===== config.mk =====
export PLATFORM = sky130hd
export DESIGN_NAME = button_event_classifier
export DESIGN_NICKNAME = d
export VERILOG_FILES = /design/src/rtl/btn_pkg.sv /design/src/rtl/edge_detect.sv /design/src/rtl/button_event_classifier.sv
export SDC_FILE = /design/constraint.sdc
export NUM_CORES = 1
export LEC_CHECK = 0
export CORE_ASPECT_RATIO = 1.2
export CORE_MARGIN = 2
export CORE_UTILIZATION = 52
export CTS_CLUSTER_SIZE = 20
export DETAILED_ROUTE_END_ITERATION = 12
export GPL_TIMING_DRIVEN = 1
export PLACE_DENSITY = 0.73
export SYNTH_ARGS = -nofsm -noshare
export SYNTH_HDL_FRONTEND = slang
export SYNTH_SLANG_ARGS = --single-unit
export TNS_END_PERCENT = 5

===== constraint.sdc =====
create_clock -name clk -period 1.61 [get_ports clk]
set_clock_uncertainty 0.05 [all_clocks]
set_input_delay 0.483 -clock clk [delete_from_list [all_inputs] [get_ports clk]]
set_output_delay 0.483 -clock clk [all_outputs]
set_load 0.02 [all_outputs]

===== src/rtl/btn_pkg.sv =====
// Shared definitions for the button input stage: FSM state encoding and
// default timing constants for the 100 MHz board clock.
package btn_pkg;

  localparam logic [2:0] ST_IDLE   = 3'd0;
  localparam logic [2:0] ST_PRESS1 = 3'd1;
  localparam logic [2:0] ST_LONG   = 3'd2;
  localparam logic [2:0] ST_WAIT2  = 3'd3;
  localparam logic [2:0] ST_PRESS2 = 3'd4;

  typedef enum logic [2:0] {
    IDLE   = ST_IDLE,
    PRESS1 = ST_PRESS1,
    LONG   = ST_LONG,
    WAIT2  = ST_WAIT2,
    PRESS2 = ST_PRESS2
  } state_e;

  localparam int unsigned DEF_LONG_CYCLES   = 50_000_000;  // 500 ms
  localparam int unsigned DEF_GAP_CYCLES    = 25_000_000;  // 250 ms
  localparam int unsigned DEF_REPEAT_CYCLES = 10_000_000;  // 100 ms

  function automatic int unsigned max3(input int unsigned a, input int unsigned b,
                                       input int unsigned c);
    int unsigned m;
    m = (a > b) ? a : b;
    return (m > c) ? m : c;
  endfunction

endpackage


===== src/rtl/edge_detect.sv =====
// One-register edge detector: rise/fall are combinational decodes of the
// current input against its previous-cycle sample.
module edge_detect (
  input  logic clk,
  input  logic rst,
  input  logic d,
  output logic rise,
  output logic fall
);

  logic btn_q;

  // NOTE: sequential state always uses non-blocking assignments so every
  // register samples pre-edge values regardless of process ordering.
  always_ff @(posedge clk) begin
    if (rst) btn_q <= 1'b0;
    else     btn_q <= d;
  end

  assign rise = d & ~btn_q;
  assign fall = ~d & btn_q;

endmodule


===== src/rtl/button_event_classifier.sv =====
// Turns the debounced button level into press/release/short/long/double pulses.
// Optional auto-repeat while held after a long press: define BTN_AUTO_REPEAT_EN.
module button_event_classifier
  import btn_pkg::*;
#(
  parameter int unsigned LONG_CYCLES   = DEF_LONG_CYCLES,
  parameter int unsigned GAP_CYCLES    = DEF_GAP_CYCLES,
  parameter int unsigned REPEAT_CYCLES = DEF_REPEAT_CYCLES,
  parameter int unsigned CNT_W = $clog2(max3(LONG_CYCLES, GAP_CYCLES, REPEAT_CYCLES) + 1)
) (
  input  logic clk,
  input  logic rst,
  input  logic btn_in,
  output logic press_pulse,
  output logic release_pulse,
  output logic short_press,
  output logic long_press,
  output logic double_press,
  output logic repeat_pulse
);

  localparam logic [CNT_W-1:0] LONG_LAST = CNT_W'(LONG_CYCLES - 1);
  localparam logic [CNT_W-1:0] GAP_LAST  = CNT_W'(GAP_CYCLES - 1);

  logic             rise, fall;
  state_e           state, state_n;
  logic [CNT_W-1:0] cnt, cnt_n;
  logic             short_n, long_n, double_n;

  edge_detect u_edge (
    .clk  (clk),
    .rst  (rst),
    .d    (btn_in),
    .rise (rise),
    .fall (fall)
  );

`ifdef BTN_AUTO_REPEAT_EN
  localparam logic [CNT_W-1:0] REPEAT_LAST = CNT_W'(REPEAT_CYCLES - 1);
  logic repeat_n;
`endif

  // NOTE: every signal written here gets a default first, so no path can
  // leave one unassigned and infer a latch.
  always_comb begin
    state_n  = state;
    cnt_n    = cnt + CNT_W'(1);
    short_n  = 1'b0;
    long_n   = 1'b0;
    double_n = 1'b0;
`ifdef BTN_AUTO_REPEAT_EN
    repeat_n = 1'b0;
`endif
    unique case (state)
      IDLE: begin
        cnt_n = '0;
        if (rise) state_n = PRESS1;
      end
      // Release wins over a coinciding long threshold.
      PRESS1: begin
        if (fall) state_n = WAIT2;
        else if (cnt == LONG_LAST) begin
          long_n  = 1'b1;
          state_n = LONG;
        end
      end
      LONG: begin
`ifdef BTN_AUTO_REPEAT_EN
        if (fall) state_n = IDLE;
        else if (cnt == REPEAT_LAST) begin
          repeat_n = 1'b1;
          cnt_n    = '0;
        end
`else
        cnt_n = '0;
        if (fall) state_n = IDLE;
`endif
      end
      // A second press wins over a coinciding gap expiry.
      WAIT2: begin
        if (rise) state_n = PRESS2;
        else if (cnt == GAP_LAST) begin
          short_n = 1'b1;
          state_n = IDLE;
        end
      end
      PRESS2: begin
        cnt_n = '0;
        if (fall) begin
          double_n = 1'b1;
          state_n  = IDLE;
        end
      end
      default: state_n = IDLE;
    endcase
    if (state_n != state) cnt_n = '0;
  end

  always_ff @(posedge clk) begin
    if (rst) begin
      state         <= IDLE;
      cnt           <= '0;
      press_pulse   <= 1'b0;
      release_pulse <= 1'b0;
      short_press   <= 1'b0;
      long_press    <= 1'b0;
      double_press  <= 1'b0;
    end else begin
      state         <= state_n;
      cnt           <= cnt_n;
      press_pulse   <= rise;
      release_pulse <= fall;
      short_press   <= short_n;
      long_press    <= long_n;
      double_press  <= double_n;
    end
  end

`ifdef BTN_AUTO_REPEAT_EN
  always_ff @(posedge clk) begin
    if (rst) repeat_pulse <= 1'b0;
    else     repeat_pulse <= repeat_n;
  end
`else
  assign repeat_pulse = 1'b0;
`endif

endmodule

* Word-level counts from Yosys, hierarchy flattened *
Index checks and enable logic that the tools add are counted.

storage, ports and cells
  bits in registers = 35
  output and inout port bits = 6
  word-level logic and storage cells = 39

cells by class
  add/sub/neg operators = 1
  equal/unequal tests = 7
  muxes and demuxes = 10
  bitwise logic cells = 7
  reduce and logical (&&, ||, !) cells = 6

operators by type and width
  operator                 count
  $add A26 B1 Y26 const B  1
  $eq A26 B25 Y1 const B   1
  $eq A26 B26 Y1 const B   1
  $mux W3                  6
  $pmux W3 S4              1
  $eq A3 B2 Y1 const B     2
  $reduce_or A3 Y1         2
  $not A1 Y1               5
  $reduce_or A5 Y1         1
  $reduce_or A2 Y1         2
  $eq A3 B1 Y1 const B     1
  $eq A3 B3 Y1 const B     1
  $logic_not A3 Y1         1
  $mux W1                  3
  $ne A3 B3 Y1             1
  $and A1 B1 Y1            2

* Longest topological paths before layout *
Gate-level depths: netlist (run 1).

  depth after elaboration = 6
  depth in mapped cells = 7

* Hierarchy *
A second synthesis (run 1) with hierarchy kept.

unflattened totals
  cells, all modules = 174
  area, all modules = 1,575.3 um2

modules (own cells, without submodules)
  module                   times used  cells each  area an instance (um2)  sequential area each (um2)
  button_event_classifier  1           170         1,536.5                 680.7
  edge_detect              1           4           38.8                    20.0

* Worst setup path before layout (run 1) *
No wires, ideal clock.

  kind = flip-flop to flip-flop
  start point = reg cnt[0]
  end point = reg cnt[22]
  library setup time = 0.120 ns
  data arrival time = 1.562 ns
  path slack = -0.123 ns
  cell stages (with the launch flop) = 8
  buffers on the path = 1
  period minus slack after synthesis = 1.733 ns
  cells stage by stage = dfxtp_1 -> ha_1 -> nand4_1 -> or3_1 -> buf_2 -> nor3_1 -> xnor2_1 -> nor2_1

between the ends
  longest elaborated chain between the ends = 6
  elaborated cells between the ends (all ways) = 10
  those cells by class = add/sub (1); eq/ne (3); mux (5); reduce/logical (1)

ends and longest elaborated chain
  element                                                  line                                                          text
  from (decl)                                              button_event_classifier.sv:27                                 logic [CNT_W-1:0] cnt, cnt_n;
  from (signal assigned)                                   button_event_classifier.sv:110                                cnt <= cnt_n;
  $eq A26 B25 Y1 / $eq A26 B26 Y1 (equally long branches)  button_event_classifier.sv:82, button_event_classifier.sv:62
  $mux W3 (on tied branches)                               button_event_classifier.sv:82, button_event_classifier.sv:62
  $mux W3 (on tied branches)                               button_event_classifier.sv:81, button_event_classifier.sv:61
  $pmux W3 S4                                              button_event_classifier.sv:54                                 unique case (state)
  $ne A3 B3 Y1                                             button_event_classifier.sv:96                                 if (state_n != state) cnt_n = '0;
  $reduce_or A5 Y1 (no source line)                        n/a

Parallel ways exist; a longest one is shown, timed or not.
A chain may end at the register's enable or synchronous reset.

* Worst setup path after layout (run 1) *
  start point = reg cnt[11]
  end point = reg cnt[6]

between the ends
  longest elaborated chain between the ends = 6
  elaborated cells between the ends (all ways) = 9
  those cells by class = eq/ne (3); mux (5); reduce/logical (1)

ends and longest elaborated chain
  element                                                  line
  $eq A26 B25 Y1 / $eq A26 B26 Y1 (equally long branches)  button_event_classifier.sv:82, button_event_classifier.sv:62
  $mux W3 (on tied branches)                               button_event_classifier.sv:82, button_event_classifier.sv:62
  $mux W3 (on tied branches)                               button_event_classifier.sv:81, button_event_classifier.sv:61
  $pmux W3 S4 (*)                                          button_event_classifier.sv:54
  $ne A3 B3 Y1 (*)                                         button_event_classifier.sv:96
  $reduce_or A5 Y1 (no source line) (*)                    n/a

Mark *: on every way between the ends. The rest lies on a longest branch, timed or not.

==> flow_summary_export.csv, run 1 <==
group,metric,value,unit
yosys,yosys.area.top_type_share,41.33,%
placement,hpwl,3115,um
drt,drc,0,
power_and_ir_drop,peakVddDrop,0.5038,mV
drt,drt_wl_total,4103,um
power_and_ir_drop,leakage,0.8307,nW
setup_path,startpoint_type,"flop",
timing,period_needed,1.744,ns
layout,design_area,2231,um^2
yosys,ys_ff_latch,35,
placement,portBuffers,7,
run_status,violations,"negative setup slack",
floorplan,rows,22,
floorplan,coreArea,3083,um^2
floorplan,die_height,66.55,um
power_and_ir_drop,totalPowerFinal,1.488,mW
layout,multi_input_area,974.7,um^2
drt,via_per_inst,5.495,
yosys,ys_top_cells_by_count,"nor2_1, dfxtp_1, xnor2_1",
global_routing,grt_usage,24.30,%
cts,numCtsBuffers,5,
layout,n_fill_cell,230,
timing,fmax,573.5,MHz
cts,cts-root-buf,"clkbuf_4",
yosys,yosys_warnings,0,
placement,pre_cts_slack,-0.5332,ns
yosys,synth-async-reset-ratio,0,%
floorplan,start_util,54.99,%
cts,clk_path_buf_depth,2,
cts,cts_tree,"done",
layout,areaGrowthSynthToFinish,31.59,%
timing,hold_viol,0,
power_and_ir_drop,p_sw_share,25.34,%
global_routing,grt_start_max_net_pins,17,
yosys,synth_edf_count,0,
hold_path,min-delay-start,"cnt[0]",
floorplan,io-pin-count,9,
layout,final_layout_size_suffix_gt1_share,29.41,%
drt,first_iter_violations,37,
layout,diodes,0,
yosys,netlist_area,1695,um^2
yosys,ys_types,40,
global_routing,grt_overflow_total,0,
placement,placed_area,2167,um^2
setup_path,crit_path_start,"cnt[11]",
flow_run,drv_cap,0,
power_and_ir_drop,comb_power_share,10.7,%
global_routing,grt_pass1_vias,1549,
setup_path,endpoint_kind,"flop",
power_and_ir_drop,clock_power_share,29.1,%
yosys,syn-mean-instance-area,8.477,um^2
yosys,yosys.area.top_type,"dfxtp_1",
yosys,ys_seq_area_share,41.33,%
layout,final_cells,291,
drt,num_vias,1599,
setup_path,worst_ep_required_time,1.79,ns
timing,rsz0062_at_grt,"yes",
timing,maxSlewViolCount,0,
global_routing,grt_pass1_wl,6886,um
floorplan,dieArea,3735,um^2
setup_path,crit_fanout,16,
power_and_ir_drop,power_density,667.1,nW/um^2
drt,antenna_left,0,
setup_path,worstPathArrival,1.93,ns
drt,avgRoutedWirePerCell,14.10,um
timing,setup_ws,-0.1338,ns
hold_path,hp-class,"flop to flop",
cts,cts.clk_slew.worst_paths,0.10,ns
yosys,syn_inst,200,
timing,setup_viol,27,
cts,cts.htree.levels,2,
cts,clk_latency,0.35,ns
cts,cts_hold_buf,0,
yosys,syn_nets,204,
placement,gp_congestion,0.9327,
power_and_ir_drop,p_seq_share,60.2,%
drt,drt_pre_antenna_iters,5,
placement,placedCellCount,284,
cts,clock_sinks,35,
setup_path,worstSetupPathType,"flop to flop",
yosys,yosysMostFrequentCell,"nor2_1",
timing,min_period_over_period,108.3,%
layout,seq_area,705.7,um^2
global_routing,antenna_found_initial,0,
floorplan,dieWidth,56.13,um
power_and_ir_drop,p_int,1.111,mW
layout,layout.nets,260,
yosys,synth_area_leaders,"dfxtp_1, nor2_1, xnor2_1",
yosys,synth_ff_type,"dfxtp_1",
run_status,outcome,"finished, violations left",
power_and_ir_drop,switching_power,0.3771,mW
setup_path,timing.rr.start,"cnt[11]",
==> worst paths after layout <==
| check | depth (start not counted) | end | slack, ns |
|---|---|---|---|
| worst max-delay path | 6 | cnt[6] | -0.13 |
| worst min register to register | 2 | cnt[0] | 0.47 |
| worst min-delay path | 2 | cnt[0] | 0.47 |
| worst max register to register | 6 | cnt[6] | -0.13 |
==> area by class of cell <==
| type | instances | share of cell area, % |
|---|---|---|
| clock buffers | 6 | 1.851 |
| inverters | 4 | 0.6730 |
| multi-input cells | 153 | 43.69 |
| flip-flops and latches | 35 | 31.63 |
| well taps | 36 | 2.019 |
| repair buffers | 57 | 20.13 |
==> worst max-delay path: stages (launching register included) <==
cell and delay [ns]:
dfxtp_1 0.38, nor4b_1 0.37, nand4_1 0.21, o21ai_1 0.25
o21bai_4 0.17, buf_12 0.15, nor2_1 0.05
==> per-stage QoR <==
step / setup TNS (ns) / hold slack [ns] / util (%)
3_3_place_gp: -11.96 / 0.4407 / 70.29
6_report: -2.103 / 0.4724 / 72.36
4_1_cts: -1.721 / 0.4735 / 72.28
2_1_floorplan: -0.8415 / 0.3565 / -
3_5_place_dp: -13.21 / 0.4603 / 70.29
5_1_grt: -4.299 / 0.4952 / 72.36
==> power groups by stage <==
stage / logic [mW] / clock network, mW / registers [mW]
2_1_floorplan: 0.0974 / 0 / 0.913
3_3_place_gp: 0.144 / 0 / 0.916
5_1_grt: 0.172 / 0.480 / 0.899
3_5_place_dp: 0.150 / 0 / 0.917
6_report: 0.159 / 0.433 / 0.896
4_1_cts: 0.158 / 0.436 / 0.896
==> flip-flops by register name, indices dropped and copies added, names as in the netlist <==
name,count
u_edge.btn_q,1
cnt,26
press_pulse,1
long_press,1
short_press,1
double_press,1
state,3
release_pulse,1
==> cell usage in the layout, fill, tap and decap left out, types with 2 or more instances in the layout <==
| cell | instances |
|---|---|
| o31ai_1 | 2 |
| nand3_1 | 9 |
| dfxtp_2 | 4 |
| xor2_1 | 9 |
| xnor2_1 | 15 |
| dlygate4sd2_1 | 7 |
| nor4_1 | 2 |
| clkbuf_4 | 5 |
| o21ai_0 | 3 |
| nand2b_1 | 5 |
| nand4_1 | 11 |
| dfxtp_1 | 31 |
| inv_1 | 4 |
| nor2_1 | 42 |
| and4_1 | 4 |
| and3_1 | 3 |
| and2_1 | 4 |
| nor3_2 | 4 |
| nor3_1 | 4 |
| nand2_1 | 11 |
| buf_4 | 49 |
| nor2b_1 | 3 |
| a21oi_1 | 3 |
==> routing by layer <==
metal	vias up	wire [um]	GRT usage, %
met1	760	1653	25.06
li1	799	-	-
met4	0	67	11.01
met2	34	2226	45.74
met5	-	0	0
met3	6	155	6.408
==> logic make-up after synthesis <==
| family | count (synthesis) | synth area share [%] |
|---|---|---|
| other | 1 | 0.2212 |
| AOI/OAI and AO/OA | 14 | 5.977 |
| adders and majority gates | 1 | 0.7379 |
| and+or+nand+nor | 113 | 35.87 |
| DFF | 35 | 41.33 |
| buffers and inverters | 12 | 3.468 |
| xor gates and xnor gates | 24 | 12.40 |
==> what timing repair did <==
action | CTS | global route
hold endpoints to repair | 0 | 0
endpoints found under the setup margin | 33 | 28
pin swaps | 4 | 0
gates resized for setup | 10 | 2
buffers inserted | 1 | 0
No activity file was read; power rests on OpenSTA's default activity.
==> run 2, diff against run 1 <==
Settings changed: CTS_BUF_LIST set to sky130_fd_sc_hd__clkbuf_8 sky130_fd_sc_hd__clkbuf_16, GPL_ROUTABILITY_DRIVEN set to 0.
==> flow_summary_export.csv, run 2 (same netlist as run 1, synthesis figures left out) <==
group,metric,value,unit
drt,num_vias,1637,
timing,setup_viol,17,
setup_path,crit_slowest_cell,"or4_4",
floorplan,dieWidth,56.13,um
setup_path,worst_ep_required_time,1.72,ns
floorplan,die_height,66.55,um
setup_path,crit_chain,"or4_4 > nor4_4 > a21oi_2 > o21bai_4 > nor2_1",
timing,maxSlewViolCount,0,
cts,numCtsBuffers,5,
layout,design_area,2306,um^2
cts,clk_latency,0.29,ns
drt,via_per_inst,5.606,
cts,cts_tree,"done",
power_and_ir_drop,power_density,718.8,nW/um^2
layout,diodes,0,
global_routing,grt_start_max_net_pins,11,
floorplan,rows,22,
setup_path,startpoint_type,"flop",
timing,tightest_slew,0.5012,ns
floorplan,start_util,54.99,%
timing,tns,-2.550,ns
global_routing,antenna_found_initial,0,
setup_path,worstPathArrival,1.90,ns
cts,clk_path_buf_depth,2,
layout,final_layout_size_suffix_gt1_share,31.64,%
timing,period_needed,1.788,ns
drt,met2WireLength,2213,um
placement,placed_area,2152,um^2
hold_path,hold_depth,2,
setup_path,worstSetupPathType,"flop to flop",
power_and_ir_drop,leakage,0.8475,nW
drt,wl_met1,1725,um
drt,drt_wl_total,4224,um
power_and_ir_drop,peakVddDrop,0.9252,mV
layout,areaGrowthSynthToFinish,36.01,%
hold_path,hp-class,"flop to flop",
layout,final_cell_mix,"buf_4, nor2_1, dfxtp_1",
placement,pre_cts_slack,-0.5273,ns
setup_path,rrSetupSlack,-0.18,ns
layout,layout.cells.most_common,"buf_4",
drt,avgRoutedWirePerCell,14.47,um
timing,hold_ws,0.4835,ns
cts,clock_sinks,35,
drt,first_iter_violations,61,
timing,rsz0062_at_grt,"yes",
layout,largest_register_ffs,26,
timing,setup_ws,-0.1780,ns
run_status,outcome,"finished, violations left",
layout,layout.nets,259,
hold_path,min-delay-start,"cnt[22]",
cts,cts_hold_buf,0,
floorplan,coreArea,3083,um^2
global_routing,grt_usage,24.73,%
setup_path,max_stage_delay,0.55,ns
drt,antenna_left,0,
drt,drc,0,
floorplan,dieArea,3735,um^2
setup_path,rr_endpoint,"cnt[12]",
cts,cts.htree.levels,2,
timing,min_period_over_period,111.1,%
cts,cts.clk_slew.worst_paths,0.07,ns
run_status,violations,"negative setup slack",
placement,hpwl,2987,um
layout,fin_util,74.80,%
setup_path,worstRegToRegCells,5,
layout,reg_top3,"cnt: 26 flops, state: 3 flops",
setup_path,crit_fanout,8,
global_routing,grt_overflow_total,0,
flow_run,drv_cap,0,
global_routing,grt_pass1_wl,7120,um
drt,drt_pre_antenna_iters,4,
drt,routed-wl-met3,149,um
hold_path,whs_endpoint,"cnt[22]",
layout,top_register,"cnt",
placement,portBuffers,7,
timing,slew-limit-headroom,66.38,%
timing,fmax,559.3,MHz
setup_path,timing.rr.start,"cnt[15]",
layout,n_fill_cell,221,
setup_path,endpoint_kind,"flop",
global_routing,grt_pass1_vias,1682,
drt,topRoutingLayerUsed,"met4",
floorplan,io-pin-count,9,
timing,hold_viol,0,
cts,cts-root-buf,"clkbuf_8",
==> run 2: cell count changes in the layout (fill, tap and decap cells not counted), moves of 2 or more <==
cell,delta
clkbuf_4,-5
buf_4,-2
inv_1,+2
nor4_2,+2
clkbuf_8,+5
nor4_1,-2
==> run 2: how the worst max path moves through the flow <==
stage | start | cells past startpoint | slack (ns) | end
2_1_floorplan | cnt[6] | 6 | -0.07 | cnt[14]
3_3_place_gp | rst | 6 | -0.47 | cnt[5]
3_5_place_dp | rst | 6 | -0.53 | cnt[16]
4_1_cts | cnt[6] | 5 | -0.12 | cnt[21]
5_1_grt | cnt[15] | 5 | -0.24 | cnt[5]
6_report | cnt[15] | 5 | -0.18 | cnt[12]
==> run 2: worst max-delay path: cells and delay by family (launching register included) <==
family	cells	cell delay (ns)
DFF	1	0.31
and+or+nand+nor	3	0.86
AOI/OAI and AO/OA	2	0.44
==> run 2: metal layers <==
layer  GRT usage, %  vias up
met3          6.408       16
met1          25.60      779
met2          45.88       39
li1               -      803
met5              0        -
met4          12.50        0
==> run 2: report_power, final <==
| part | switching, mW | internal (mW) | total (mW) |
|---|---|---|---|
| Clock | 0.300 | 0.291 | 0.591 |
| Sequential | 0.0182 | 0.881 | 0.899 |
| Combinational | 0.0920 | 0.0753 | 0.167 |
==> run 2: metrics by stage <==
step / std cells / total power, mW
2_1_floorplan: 200 / 1.010
3_3_place_gp: 282 / 1.060
3_5_place_dp: 282 / 1.065
4_1_cts: 292 / 1.669
5_1_grt: 292 / 1.730
6_report: 292 / 1.658
==> run 2: repair_timing <==
| action | CTS | global route |
|---|---|---|
| buffers inserted | 1 | 0 |
| resized for setup | 16 | 6 |
| pin swaps | 9 | 4 |
| cloned | 1 | 0 |
| setup endpoints to repair | 33 | 28 |
| endpoints found under the hold margin | 0 | 0 |
==> run 2: layout make-up <==
type	count	area, um^2	area share, %
inverters	4	15.01	0.6511
clock buffers	5	68.82	2.984
well taps	36	45.04	1.953
clock inverters	3	12.51	0.5426
repair buffers	55	425.4	18.45
flip-flops and latches	35	705.7	30.60
multi-input cells	154	1033	44.82
